$ cat src/rtl/sdram_pkg.sv
// Shared SDRAM controller definitions: command encodings, pin widths and
// the one-hot arbiter state encoding.
package sdram_pkg;

    localparam int CMD_W  = 4;
    localparam int ADDR_W = 12;
    localparam int BA_W   = 2;
    localparam int DQ_W   = 16;

    // {cs_n, ras_n, cas_n, we_n}
    localparam logic [CMD_W-1:0] CMD_NOP  = 4'b0111;
    localparam logic [CMD_W-1:0] CMD_PRE  = 4'b0010;
    localparam logic [CMD_W-1:0] CMD_AREF = 4'b0001;
    localparam logic [CMD_W-1:0] CMD_ACT  = 4'b0011;
    localparam logic [CMD_W-1:0] CMD_WR   = 4'b0100;
    localparam logic [CMD_W-1:0] CMD_RD   = 4'b0101;

    typedef enum logic [4:0] {
        ST_INIT  = 5'b00001,
        ST_ARBIT = 5'b00010,
        ST_AREF  = 5'b00100,
        ST_WRITE = 5'b01000,
        ST_READ  = 5'b10000
    } arb_state_e;

endpackage

$ cat src/rtl/sdram_ref_timer.sv
// Auto-refresh interval timer: raises ref_req every REF_PERIOD cycles once
// running, clears it on grant, and latches ref_overrun if a request is missed.
module sdram_ref_timer #(
    parameter int REF_PERIOD = 1560,
    parameter int CNT_W      = 11
) (
    input  logic sclk,
    input  logic reset,
    input  logic run,
    input  logic grant,
    output logic ref_req,
    output logic ref_overrun
);

    logic [CNT_W-1:0] cnt_q, cnt_d;
    logic             ref_req_q, ref_req_d;
    logic             ref_overrun_q, ref_overrun_d;
    logic             terminal;

    always_comb begin
        terminal      = run && (cnt_q == CNT_W'(REF_PERIOD - 1));
        cnt_d         = cnt_q;
        ref_req_d     = ref_req_q;
        ref_overrun_d = ref_overrun_q;
        if (run) begin
            cnt_d = terminal ? '0 : cnt_q + 1'b1;
        end
        // A new interval expiring wins over a grant on the same edge.
        if (terminal) begin
            ref_req_d = 1'b1;
        end else if (grant) begin
            ref_req_d = 1'b0;
        end
        if (terminal && ref_req_q) begin
            ref_overrun_d = 1'b1;
        end
    end

    always_ff @(posedge sclk or negedge reset) begin
        if (!reset) begin
            cnt_q         <= '0;
            ref_req_q     <= 1'b0;
            ref_overrun_q <= 1'b0;
        end else begin
            cnt_q         <= cnt_d;
            ref_req_q     <= ref_req_d;
            ref_overrun_q <= ref_overrun_d;
        end
    end

    assign ref_req     = ref_req_q;
    assign ref_overrun = ref_overrun_q;

endmodule

$ cat src/rtl/sdram_arbit.sv
// SDRAM command-bus arbiter between init, refresh, write and read engines.
// Define SDRAM_ARB_READ_EN to arbitrate the read port; otherwise it is ignored.
module sdram_arbit
    import sdram_pkg::*;
#(
    parameter int REF_PERIOD = 1560,
    parameter int CNT_W      = 11
) (
    input  logic              sclk,
    input  logic              reset,
    input  logic              init_done,
    input  logic [CMD_W-1:0]  init_cmd,
    input  logic [ADDR_W-1:0] init_addr,
    output logic              ref_req,
    output logic              ref_en,
    input  logic              ref_end,
    input  logic [CMD_W-1:0]  ref_cmd,
    input  logic [ADDR_W-1:0] ref_addr,
    input  logic              wr_req,
    output logic              wr_en,
    input  logic              wr_end,
    input  logic [CMD_W-1:0]  wr_cmd,
    input  logic [ADDR_W-1:0] wr_addr,
    input  logic [BA_W-1:0]   wr_bank,
    input  logic [DQ_W-1:0]   wr_data,
    input  logic              rd_req,
    output logic              rd_en,
    input  logic              rd_end,
    input  logic [CMD_W-1:0]  rd_cmd,
    input  logic [ADDR_W-1:0] rd_addr,
    input  logic [BA_W-1:0]   rd_bank,
    output logic [CMD_W-1:0]  sdram_cmd,
    output logic [ADDR_W-1:0] sdram_addr,
    output logic [BA_W-1:0]   sdram_ba,
    output logic [DQ_W-1:0]   sdram_dq_out,
    output logic              sdram_dq_oe,
    output logic              ref_overrun
);

    arb_state_e state_q, state_d;
    logic       ref_en_q, ref_en_d;
    logic       wr_en_q, wr_en_d;
    logic       ref_grant;
`ifdef SDRAM_ARB_READ_EN
    logic       rd_en_q, rd_en_d;
    logic       last_wr_q, last_wr_d;
`else
    logic       unused_rd;
    assign unused_rd = ^{rd_req, rd_end, rd_cmd, rd_addr, rd_bank};
`endif

    sdram_ref_timer #(
        .REF_PERIOD (REF_PERIOD),
        .CNT_W      (CNT_W)
    ) u_ref_timer (
        .sclk        (sclk),
        .reset       (reset),
        .run         (state_q != ST_INIT),
        .grant       (ref_grant),
        .ref_req     (ref_req),
        .ref_overrun (ref_overrun)
    );

    always_comb begin
        state_d   = state_q;
        ref_en_d  = 1'b0;
        wr_en_d   = 1'b0;
        ref_grant = 1'b0;
`ifdef SDRAM_ARB_READ_EN
        rd_en_d   = 1'b0;
        last_wr_d = last_wr_q;
`endif
        case (state_q)
            ST_INIT: begin
                if (init_done) state_d = ST_ARBIT;
            end
            ST_ARBIT: begin
                if (ref_req) begin
                    state_d   = ST_AREF;
                    ref_en_d  = 1'b1;
                    ref_grant = 1'b1;
`ifdef SDRAM_ARB_READ_EN
                // On a tie, serve whichever of write/read was not served last.
                end else if (wr_req && (!rd_req || !last_wr_q)) begin
                    state_d   = ST_WRITE;
                    wr_en_d   = 1'b1;
                    last_wr_d = 1'b1;
                end else if (rd_req) begin
                    state_d   = ST_READ;
                    rd_en_d   = 1'b1;
                    last_wr_d = 1'b0;
                end
`else
                end else if (wr_req) begin
                    state_d = ST_WRITE;
                    wr_en_d = 1'b1;
                end
`endif
            end
            ST_AREF: begin
                if (ref_end) state_d = ST_ARBIT;
            end
            ST_WRITE: begin
                if (wr_end) state_d = ST_ARBIT;
            end
`ifdef SDRAM_ARB_READ_EN
            ST_READ: begin
                if (rd_end) state_d = ST_ARBIT;
            end
`endif
            default: state_d = ST_ARBIT;
        endcase
    end

    always_ff @(posedge sclk or negedge reset) begin
        if (!reset) begin
            state_q   <= ST_INIT;
            ref_en_q  <= 1'b0;
            wr_en_q   <= 1'b0;
`ifdef SDRAM_ARB_READ_EN
            rd_en_q   <= 1'b0;
            last_wr_q <= 1'b0;
`endif
        end else begin
            state_q   <= state_d;
            ref_en_q  <= ref_en_d;
            wr_en_q   <= wr_en_d;
`ifdef SDRAM_ARB_READ_EN
            rd_en_q   <= rd_en_d;
            last_wr_q <= last_wr_d;
`endif
        end
    end

    assign ref_en = ref_en_q;
    assign wr_en  = wr_en_q;
`ifdef SDRAM_ARB_READ_EN
    assign rd_en  = rd_en_q;
`else
    assign rd_en  = 1'b0;
`endif

    // Pin mux is purely a function of the registered state.
    always_comb begin
        sdram_cmd    = CMD_NOP;
        sdram_addr   = '0;
        sdram_ba     = '0;
        sdram_dq_out = '0;
        sdram_dq_oe  = 1'b0;
        case (state_q)
            ST_INIT: begin
                sdram_cmd  = init_cmd;
                sdram_addr = init_addr;
            end
            ST_AREF: begin
                sdram_cmd  = ref_cmd;
                sdram_addr = ref_addr;
            end
            ST_WRITE: begin
                sdram_cmd    = wr_cmd;
                sdram_addr   = wr_addr;
                sdram_ba     = wr_bank;
                sdram_dq_out = wr_data;
                sdram_dq_oe  = 1'b1;
            end
`ifdef SDRAM_ARB_READ_EN
            ST_READ: begin
                sdram_cmd  = rd_cmd;
                sdram_addr = rd_addr;
                sdram_ba   = rd_bank;
            end
`endif
            default: ;
        endcase
    end

endmodule

$ cat config.mk
export PLATFORM = sky130hd
export DESIGN_NAME = sdram_arbit
export DESIGN_NICKNAME = d
export VERILOG_FILES = /design/src/rtl/sdram_pkg.sv /design/src/rtl/sdram_ref_timer.sv /design/src/rtl/sdram_arbit.sv
export SDC_FILE = /design/constraint.sdc
export NUM_CORES = 1
export LEC_CHECK = 0
export ABC_AREA = 1
export CAP_MARGIN = 0
export CORE_AREA = 2 2 90 57
export CTS_CLUSTER_SIZE = 24
export DETAILED_ROUTE_END_ITERATION = 6
export DIE_AREA = 0 0 92 59
export GPL_TIMING_DRIVEN = 0
export HOLD_SLACK_MARGIN = 0.05
export PLACE_DENSITY_LB_ADDON = 0.1
export RECOVER_POWER = 25
export SETUP_SLACK_MARGIN = 0.15
export SYNTH_ARGS = -nofsm -noshare
export SYNTH_HDL_FRONTEND = slang
export SYNTH_HIERARCHICAL = 1
export SYNTH_SLANG_ARGS = --single-unit
export TNS_END_PERCENT = 30
$ cat constraint.sdc
create_clock -name sclk -period 3.88 [get_ports sclk]
set_clock_uncertainty 0.2 [all_clocks]
set_input_delay 0.776 -clock sclk [delete_from_list [all_inputs] [get_ports sclk]]
set_output_delay 0.776 -clock sclk [all_outputs]
set_load 0.03 [all_outputs]
==> insert_results.sql <==
INSERT INTO impl_metrics (metric_group, metric, value, unit) VALUES
('timing', 'finalHoldViolCount', '0', ''),
('global_routing', 'grt_max_degree', '20', ''),
('die', 'core.rowCount', '19', ''),
('hold_path', 'hold_path.class', 'flop to flop', ''),
('routing', 'wire_per_inst', '12.3', 'um'),
('die', 'die_x', '92', 'um'),
('die', 'chipHeight', '59', 'um'),
('die', 'io_pins', '132', ''),
('finish', 'finish.net_count', '454', ''),
('power', 'vdd_ir_drop_max', '198', 'uV'),
('worst_setup_path', 'crit_fanout', '10', ''),
('global_routing', 'grt.overflow.total', '0', ''),
('cts', 'clk_root_buffer_cell', 'clkbuf_8', ''),
('worst_setup_path', 'cp_cell_sequence', 'inv_1, nor2_2, buf_4, nand3_1, nand3_1, clkdlybuf4s50_1', ''),
('cts', 'post_cts_hold_buffer_count', '0', ''),
('worst_setup_path', 'crit_path_start_kind', 'flop', ''),
('finish', 'design_area', '2780', 'um^2'),
('die', 'floorplan.initialDensity', '0.345', ''),
('power', 'powerDensity', '326', 'nW/um^2'),
('global_routing', 'grt_pass1_wl', '8030', 'um'),
('worst_setup_path', 'criticalPathCategory', 'flop to output pin', ''),
('global_routing', 'track_usage', '0.186', ''),
('place', 'place_worst_setup_slack', '787', 'ps'),
('power', 'cellLeakagePower', '1.28', 'nW'),
('routing', 'detail_route.drc_violations', '0', ''),
('finish', 'antenna_cells_inserted', '0', ''),
('worst_setup_path', 'crit_slowest_cell', 'clkdlybuf4s50_1', ''),
('cts', 'cts-resized-gates', '0', ''),
('synthesis', 'ys_seq_elements', '19', ''),
('finish', 'finish.cell_count_without_fillers', '423', ''),
('timing', 'grt_setup_unrepaired', 'no', ''),
('synthesis', 'netlist_instances', '246', ''),
('outcome', 'status', 'finished clean', ''),
('place', 'number_of_instances_in_the_placed_design', '419', ''),
('routing', 'finalWirelength', '5210', 'um'),
('worst_setup_path', 'max_stage_delay', '680', 'ps'),
('finish', 'final_common_cell', 'clkdlybuf4s50_1', ''),
('routing', 'drt-pass1-iter-count', '4', ''),
('power', 'power.total', '905', 'uW'),
('cts', 'cts_sinks', '19', ''),
('timing', 'worst_slew_margin', '0.429', ''),
('timing', 'max_slew.worst_pin.slew', '853', 'ps'),
('synthesis', 'synth_fp_nets', '339', ''),
('routing', 'initialDrtViolationCount', '128', ''),
('synthesis', 'yosys_warnings', '6', ''),
('finish', 'final.fill_count', '411', ''),
('finish', 'most-common-layout-cells', '109 x clkdlybuf4s50_1, 56 x nand3_1, 49 x nand2_1, 41 x inv_1, 34 x nor2_1', ''),
('job', 'max_cap_viols', '0', ''),
('timing', 'fmax', '306', 'MHz'),
('routing', 'dr_vias_cell', '4.60', ''),
('worst_setup_path', 'critical_path_required', '2900', 'ps'),
('place', 'place_hpwl', '4320', 'um'),
('cts', 'clock_insertion_delay_worst_skew', '260', 'ps'),
('timing', 'layout_setup_ws', '614', 'ps'),
('worst_setup_path', 'endpoint_kind', 'output pin', ''),
('place', 'place_congestion', '0.928', ''),
('synthesis', 'syn_avg_cell_area', '6.33', 'um^2'),
('die', 'dieArea', '5430', 'um^2'),
('worst_setup_path', 'path_common_cell', 'nand3_1', ''),
('cts', 'post_cts_clock_slew_at_the_launch_and_capture_registers_of_the_worst_setup_and_hold_paths', '70', 'ps'),
('finish', 'post_route_cells_drive_above_1_share', '0.0750', ''),
('cts', 'postCtsSetupRepairBufs', '0', ''),
('cts', 'cts.htree.levels', '1', ''),
('synthesis', 'netlist_area', '1560', 'um^2'),
('place', 'numPortBuffers', '110', ''),
('finish', 'p_r_area_growth_vs_syn', '78.4', '%'),
('routing', 'postRouteAntennaNets', '0', ''),
('synthesis', 'seq_area_frac_synth', '0.306', ''),
('worst_setup_path', 'arrival', '2290', 'ps'),
('timing', 'maxSlewViolCount', '0', ''),
('timing', 'final-setup-viol-count', '0', ''),
('global_routing', 'number_of_antenna_violations_at_the_first_check_in_global_routing', '0', ''),
('global_routing', 'first_global_vias', '1694', ''),
('place', 'postPlaceCellArea', '2740', 'um^2'),
('cts', 'tritoncts', 'yes', ''),
('routing', 'routed-via-count', '1944', ''),
('cts', 'cts_made_buffers', '3', ''),
('synthesis', 'synth.distinct_cells', '27', ''),
('timing', 'fin_hold_ws', '286', 'ps'),
('finish', 'final_core_utilization', '0.615', ''),
('cts', 'cts_max_path_buffers', '2', ''),
('timing', 'fin_crit_sh', '0.842', ''),
('timing', 'fin_tns_setup', '0', 'ps'),
('timing', 'final.min_clock_period', '3270', 'ps'),
('die', 'design.core.area', '4520', 'um^2');
==> Yosys cell counts <==
cell / number / share of area
nor3_2: 1 / 0.0064
nor2_2: 3 / 0.012
o21ai_0: 4 / 0.013
clkbuf_1: 1 / 0.0024
or2_1: 1 / 0.0040
nor3_1: 1 / 0.0032
nand3_1: 56 / 0.18
dfrtp_1: 18 / 0.29
a21oi_1: 1 / 0.0032
nand2_1: 49 / 0.12
inv_2: 2 / 0.0048
nand3_2: 3 / 0.019
buf_6: 1 / 0.0072
nor2_1: 34 / 0.082
nor2_4: 2 / 0.014
inv_1: 41 / 0.099
o21bai_1: 1 / 0.0048
nand3b_1: 1 / 0.0048
conb_1: 1 / 0.0024
o21bai_2: 1 / 0.0072
xor2_1: 2 / 0.011
dfstp_2: 1 / 0.017
nand4_1: 8 / 0.032
buf_4: 9 / 0.043
o21ai_1: 1 / 0.0032
nand2_2: 2 / 0.0080
ha_1: 1 / 0.0080
==> worst max-delay path, delay by kind of cell, from the launching register on <==
kind / cells / cell delay [ps]
buffers and inverters: 3 / 990
flip-flops: 1 / 530
AND/OR/NAND/NOR: 3 / 510
==> report_power, final <==
part	internal, mW	switching (mW)
sequential	0.211	0.00993
combinational	0.228	0.315
clock	0.0724	0.0687
==> state kept, by name, summed over array words and instances, names as in the netlist <==
| signal | cells |
|---|---|
| u_ref_timer/ref_req | 1 |
| u_ref_timer/cnt_q | 11 |
| state_q | 4 |
| u_ref_timer/ref_overrun | 1 |
| wr_en | 1 |
| ref_en | 1 |
==> layout make-up <==
type                            instances  area [um^2]  area share
Timing Repair Buffer                  110         1100       0.396
Multi-Input combinational cell        173          837       0.301
Sequential cell                        19          477       0.172
Inverter                               43          161      0.0581
Tap cell                               63         78.8      0.0284
Buffer                                 11         75.1      0.0270
Clock buffer                            3         41.3      0.0149
Clock inverter                          1         7.51     0.00270
==> per-layer routing <==
layer	part of all wire	up-vias	global-route usage
li1	-	1002	-
met3	0.10	6	0.0573
met2	0.44	76	0.295
met4	0.0077	0	0.0384
met5	0	-	0
met1	0.45	860	0.254
==> path summary, 6_finish.rpt <==
check,cells after the start,to,start,slack [ps]
hold / removal,1,u_ref_timer/ref_overrun,u_ref_timer/ref_overrun,290
max in group asynchronous,1,u_ref_timer/cnt_q[6],reset,2090
setup reg to reg,9,u_ref_timer/cnt_q[0],state_q[3],1790
min in group asynchronous,1,u_ref_timer/cnt_q[10],reset,870
setup / recovery,6,sdram_addr[8],state_q[0],610
hold reg to reg,1,u_ref_timer/ref_overrun,u_ref_timer/ref_overrun,290
==> logic make-up (layout without fill, tap and decap cells) <==
group,count (synthesis),count (layout),synth area share
flip-flops,19,19,0.306
buffers and inverters,54,168,0.157
XOR/XNOR,2,2,0.0112
AND/OR/NAND/NOR,161,161,0.484
AO/OA/AOI/OAI,8,8,0.0313
adder cells (fa/ha/maj),1,1,0.00803
other,1,1,0.00241
No activity file was read; power rests on OpenSTA's default activity.
